## src/rtl/rtmc_spi_bridge.sv

```systemverilog
// rtmc_spi_bridge: SPI mode-0 slave that turns each 32-bit host frame into one
// register-bus read or write, returning read data on MISO within the same frame.
module rtmc_spi_bridge #(
    parameter int ADDR_W      = 8,
    parameter int DATA_W      = 16,
    parameter int ACK_TIMEOUT = 15
) (
    input  logic              clk,
    input  logic              rst_n,
    input  logic              spi_sclk,
    input  logic              spi_cs_n,
    input  logic              spi_mosi,
    output logic              spi_miso,
    output logic              spi_miso_oe,
    output logic [ADDR_W-1:0] reg_addr,
    output logic [DATA_W-1:0] reg_wdat,
    output logic              reg_wr,
    output logic              reg_rd,
    input  logic [DATA_W-1:0] reg_rdat,
    input  logic              reg_ack,
    output logic              busy,
    output logic              bus_timeout
);

    typedef enum logic [2:0] {IDLE, SHIFT, RD_REQ, WR_REQ, WAIT_CS} state_e;

    localparam logic [7:0]  TO_LAST = 8'(ACK_TIMEOUT - 1);
    localparam logic [15:0] RD_FAIL = 16'hDEAD;

    logic              sclk_meta_q, sclk_sync_q, sclk_prev_q;
    logic              cs_meta_q, cs_sync_q, cs_prev_q;
    logic              mosi_meta_q, mosi_sync_q;
    state_e            state_q, state_d;
    logic [5:0]        bit_cnt_q;
    logic [22:0]       rx_q;
    logic              cmd_q;
    logic [15:0]       tx_q;
    logic              miso_q;
    logic [7:0]        to_cnt_q;
    logic              bus_timeout_q;
    logic [ADDR_W-1:0] addr_q;
    logic [DATA_W-1:0] wdat_q;

    logic sclk_rise, sclk_fall, cs_fall;
    logic rd_trig, wr_trig, req_active, to_hit, data_phase;

    // NOTE: non-blocking <= makes every flop sample its pre-edge input; with =
    // the three synchronizer stages below would collapse into a single flop.
    always_ff @(posedge clk or negedge rst_n) begin
        if (!rst_n) begin
            sclk_meta_q <= 1'b0;
            sclk_sync_q <= 1'b0;
            sclk_prev_q <= 1'b0;
            cs_meta_q   <= 1'b1;
            cs_sync_q   <= 1'b1;
            cs_prev_q   <= 1'b1;
            mosi_meta_q <= 1'b0;
            mosi_sync_q <= 1'b0;
        end else begin
            sclk_meta_q <= spi_sclk;
            sclk_sync_q <= sclk_meta_q;
            sclk_prev_q <= sclk_sync_q;
            cs_meta_q   <= spi_cs_n;
            cs_sync_q   <= cs_meta_q;
            cs_prev_q   <= cs_sync_q;
            mosi_meta_q <= spi_mosi;
            mosi_sync_q <= mosi_meta_q;
        end
    end

    assign sclk_rise  = sclk_sync_q & ~sclk_prev_q;
    assign sclk_fall  = ~sclk_sync_q & sclk_prev_q;
    assign cs_fall    = ~cs_sync_q & cs_prev_q;
    assign data_phase = (bit_cnt_q[5:4] == 2'b01);
    assign rd_trig    = sclk_rise && (bit_cnt_q == 6'd15) && !cmd_q;
    assign wr_trig    = sclk_rise && (bit_cnt_q == 6'd31) && cmd_q;
    assign req_active = (state_q == RD_REQ) || (state_q == WR_REQ);
    assign to_hit     = (to_cnt_q == TO_LAST) && !reg_ack;

    always_ff @(posedge clk or negedge rst_n) begin
        if (!rst_n) begin
            bit_cnt_q <= '0;
            rx_q      <= '0;
            cmd_q     <= 1'b0;
        end else if (cs_fall) begin
            bit_cnt_q <= '0;
        end else if (sclk_rise && !cs_sync_q) begin
            if (bit_cnt_q != 6'd32) bit_cnt_q <= bit_cnt_q + 6'd1;
            if (bit_cnt_q == 6'd0) cmd_q <= mosi_sync_q;
            rx_q <= {rx_q[21:0], mosi_sync_q};
        end
    end

    always_ff @(posedge clk or negedge rst_n) begin
        if (!rst_n) state_q <= IDLE;
        else        state_q <= state_d;
    end

    // NOTE: state_d gets its default before the case, so no path through this
    // block leaves it unassigned and no latch is inferred.
    always_comb begin
        state_d = state_q;
        unique case (state_q)
            IDLE:    if (cs_fall) state_d = SHIFT;
            SHIFT: begin
                if (cs_sync_q)    state_d = IDLE;
                else if (rd_trig) state_d = RD_REQ;
                else if (wr_trig) state_d = WR_REQ;
            end
            RD_REQ, WR_REQ: begin
                if (reg_ack || to_hit) state_d = cs_sync_q ? IDLE : WAIT_CS;
            end
            WAIT_CS: if (cs_sync_q) state_d = IDLE;
            default: state_d = IDLE;
        endcase
    end

    always_comb begin
        reg_rd = (state_q == RD_REQ);
        reg_wr = (state_q == WR_REQ);
        busy   = (state_q != IDLE);
    end

    // Address/data are captured from the live MOSI bit so the strobe can rise
    // one clk after the triggering SCLK edge.
    always_ff @(posedge clk or negedge rst_n) begin
        if (!rst_n) begin
            addr_q        <= '0;
            wdat_q        <= '0;
            to_cnt_q      <= '0;
            tx_q          <= '0;
            miso_q        <= 1'b0;
            bus_timeout_q <= 1'b0;
        end else begin
            if (state_q == SHIFT && state_d == RD_REQ) begin
                addr_q <= {rx_q[6:0], mosi_sync_q};
            end
            if (state_q == SHIFT && state_d == WR_REQ) begin
                addr_q <= rx_q[22:15];
                wdat_q <= {rx_q[14:0], mosi_sync_q};
            end

            to_cnt_q      <= req_active ? to_cnt_q + 8'd1 : 8'd0;
            bus_timeout_q <= req_active && to_hit;

            if (state_q == RD_REQ && reg_ack) begin
                tx_q <= reg_rdat;
            end else if (state_q == RD_REQ && to_hit) begin
                tx_q <= RD_FAIL;
            end else if (state_q == WAIT_CS && sclk_fall && data_phase) begin
                tx_q <= {tx_q[14:0], 1'b0};
            end

            if (cs_sync_q) begin
                miso_q <= 1'b0;
            end else if (sclk_fall) begin
                miso_q <= (state_q == WAIT_CS && data_phase) ? tx_q[15] : 1'b0;
            end
        end
    end

    assign spi_miso    = miso_q;
    assign spi_miso_oe = ~cs_sync_q;
    assign reg_addr    = addr_q;
    assign reg_wdat    = wdat_q;
    assign bus_timeout = bus_timeout_q;

endmodule

```

## config.mk

```make
export PLATFORM = sky130hd
export DESIGN_NAME = rtmc_spi_bridge
export DESIGN_NICKNAME = d
export VERILOG_FILES = /design/src/rtl/rtmc_spi_bridge.sv
export SDC_FILE = /design/constraint.sdc
export NUM_CORES = 1
export LEC_CHECK = 0
export CAP_MARGIN = 20
export CORE_MARGIN = 4
export CORE_UTILIZATION = 40
export DETAILED_ROUTE_END_ITERATION = 16
export PLACE_DENSITY = 0.7
export REMOVE_ABC_BUFFERS = 1
export SYNTH_ARGS = -nofsm -noshare
export SYNTH_HDL_FRONTEND = slang
export SYNTH_SLANG_ARGS = --single-unit
```

## constraint.sdc

```tcl
create_clock -name clk -period 2.95 [get_ports clk]
set_input_delay 0.4425 -clock clk [delete_from_list [all_inputs] [get_ports clk]]
set_output_delay 0.4425 -clock clk [all_outputs]
set_load 0.01 [all_outputs]
```

==> summary.md <==
| Metric | Value |
|---|---|
| Clock buffer count from CTS | 9 |
| Starting DRT DRC Count | 134 |
| Fin crit share | 87.9% |
| Tmin final | 2.59 ns |
| Post-Syn Area per Cell | 12.6 um^2 |
| Final HPWL DP | 5260 um |
| Die width | 107 um |
| Final net count | 394 |
| Area growth from synthesis to layout | 22.1% |
| Number of gates resized after cts | 0 |
| Avg Vias per Cell | 4.99 |
| RSZ-0062 raised after global routing | false |
| Vias in the first global route | about 2,500 |
| ANT cells | 0 |
| Seq cells post-synth | a little over 90 |
| Pin count of the biggest net entering global routing | 46 |
| Tightest Pin Transition | between 0.6 and 0.7 ns |
| TNS Setup | 0 ns |
| Final Wtd Congestion | 0.835 |
| Most frequent cell after synthesis | dfrtp_1 |
| Clock slew at reported path FFs | ~0.090 ns |
| Design Area, Final | 0.00476 mm^2 |
| Endpoints failing setup | 0 |
| CTS Sinks | 91 |
| Required time worst endpoint | 2.51 ns |
| Worst vdd ir | 0.342 mV |
| Clock root cell | clkbuf_8 |
| Initial antenna violation count | 0 |
| Post-CTS setup buffers | 0 |
| Later-pin clock latency in the skew report | 0.35 ns |
| Port buffer count | 51 |
| Crit Path Class | reg2out |
| Count of cell types in the netlist | 45 |
| Hold crit path type | in2async |
| Longest Clk Path Bufs | 2 |
| Vias | about 2,500 |
| Cells after Synth | roughly 300 |
| Register area share after synthesis | between 50% and 60% |
| Crit. End Element | primary output |
| Post-Layout Cell Count | approximately 500 |
| # fillers | 845 |
| Final Hold Fails | 0 |
| Dominant synthesized flop cell | dfrtp_1 |
| GRT Overall Usage | 14.0% |
| Setup Skew | roughly 0.0066 ns |
| Die Y | around 110 um |
| Yosys top cell by area | dfrtp_1 |
| Die footprint | 0.0114 mm^2 |
| Drt total wl | 7540 um |
| Power Dens Cells | 479 mW/mm^2 |
| Final Max Tran Viols | 0 |
| Multi-input logic area | 0.00150 mm^2 |
| Status | finished clean |
| Core footprint | 0.00937 mm^2 |
| Detail Route Antenna Nets | 0 |
| Cell Rows | 35 |
| First-pass GRT wire length | between 10,000 and 15,000 um |
| Gr ovfl total | 0 |
| Mapped cell area | 0.00390 mm^2 |
| Max-Cap Viols | 0 |
| Initial Utilization | 41.6% |
| Placement Cell Area | 0.00458 mm^2 |
| Synth async-reset ratio | 100% |
| Post-CTS Hold Fix Bufs | 0 |
| Worst Setup Start Kind | flip-flop |
| WP data arrival | ~2.2 ns |
| Slew margin rel. | between 50% and 60% |
| Top cells by area, synth | dfrtp_1 56%, mux2_2 8.7%, mux2_4 3.8% |
| Register area | 0.00228 mm^2 |
| Min Hold Slack | 0.0753 ns |
| FMAX | 0.386 GHz |
| Placed Cells incl. Taps | 486 |
| Share of cells above drive strength 1 | about a fifth |
| CP max FO | 11 |
| Final Util | 50.8% |
| Syn. warnings | 0 |
| Top cells by count, synth | 88 x dfrtp_1, 37 x nor2_1, 30 x mux2_2, 12 x a21oi_1, 11 x a22oi_1 |
| EDFF count, synth | 0 |
| Drt wl/cell | 15.0 um |
| DRC violations left | 0 |
| H-tree Lvls | 3 |
| Leak | about 2.1 nW |
| Top-Level Pins | 52 |
| CTS tree | yes |
| Share of the synthesized area in the top cell type | between 50% and 60% |
| Initial DRT Pass Iterations | 5 |
-- per-layer routing --
metal  wire (um)  vias up  share of wire [%]  GRT usage [%]
met5           0        -                  0              0
met4          38        0               0.50           2.47
met3         439        5                5.8           5.24
met2        3320       66                 44           20.6
met1        3750     1216                 50           19.9
li1            -     1219                  -              -
-- worst max-delay path, stage by stage (launching register included) --
cell             delay [ns]
dfrtp_1                0.41
nand2b_1               0.37
nand2b_1               0.32
clkinv_1               0.19
clkdlybuf4s50_1        0.51
-- report_power, final --
| group | total (W) | switching, W | leakage (nW) | internal (W) |
|---|---|---|---|---|
| clock | 0.000790 | 0.000451 | 0.0937 | 0.000339 |
| sequential | 0.00133 | 0.0000406 | 1.24 | 0.00129 |
| combinational | 0.000162 | 0.0000751 | 0.807 | 0.0000872 |
| total | 0.00228 | 0.000567 | 2.14 | 0.00172 |
-- flip-flops by register name (all words and copies together) (netlist names), 3 cells and up --
name and flops:
bit_cnt_q 6, state_q 3, to_cnt_q 8, reg_addr 8, rx_q 23, reg_wdat 16
tx_q 16
-- stage by stage --
step	power (W)	worst slack, ns
floorplan	0.00143	0.0916
global placement	0.00152	0.374
detailed placement	0.00152	0.307
CTS	0.00231	0.353
global route	0.00240	0.219
finish	0.00228	0.357
-- logic make-up after synthesis --
group | synth area share (%)
flops | 58.4
simple gates | 9.78
compound gates | 9.91
mux | 14.8
buf+inv | 3.30
xor+xnor | 2.47
fa+ha+maj | 1.28
-- layout make-up --
class,instances,area share [%]
Inverter,10,0.788
Tap cell,129,3.39
Multi-Input combinational cell,194,31.4
Timing Repair Buffer,62,12.7
Sequential cell,91,47.9
Clock buffer,10,2.89
Clock inverter,6,0.998
-- final timing paths --
path,depth (start not counted),startpoint,to,slack (ns)
max reg2reg,7,state_q[2],tx_q[10],0.61
min in group clk,0,mosi_meta_q,mosi_sync_q,0.35
min,1,rst_n,reg_wdat[6],0.08
min reg2reg,0,mosi_meta_q,mosi_sync_q,0.35
max in group asynchronous,2,rst_n,cs_prev_q,2.08
max,4,state_q[2],reg_rd,0.36
-- layout by cell type, fill, tap and decap left out, drive strengths merged, types with 7 or more instances in the layout --
cell type / n
nor2: 37
o2bb2ai: 10
a21oi: 12
a22oi: 11
dfrtp: 88
inv: 12
mux2: 40
buf: 12
nand2: 9
mux2i: 9
clkbuf: 10
xor2: 7
clkdlybuf4s50: 50
(Power assumes the default switching activity.)
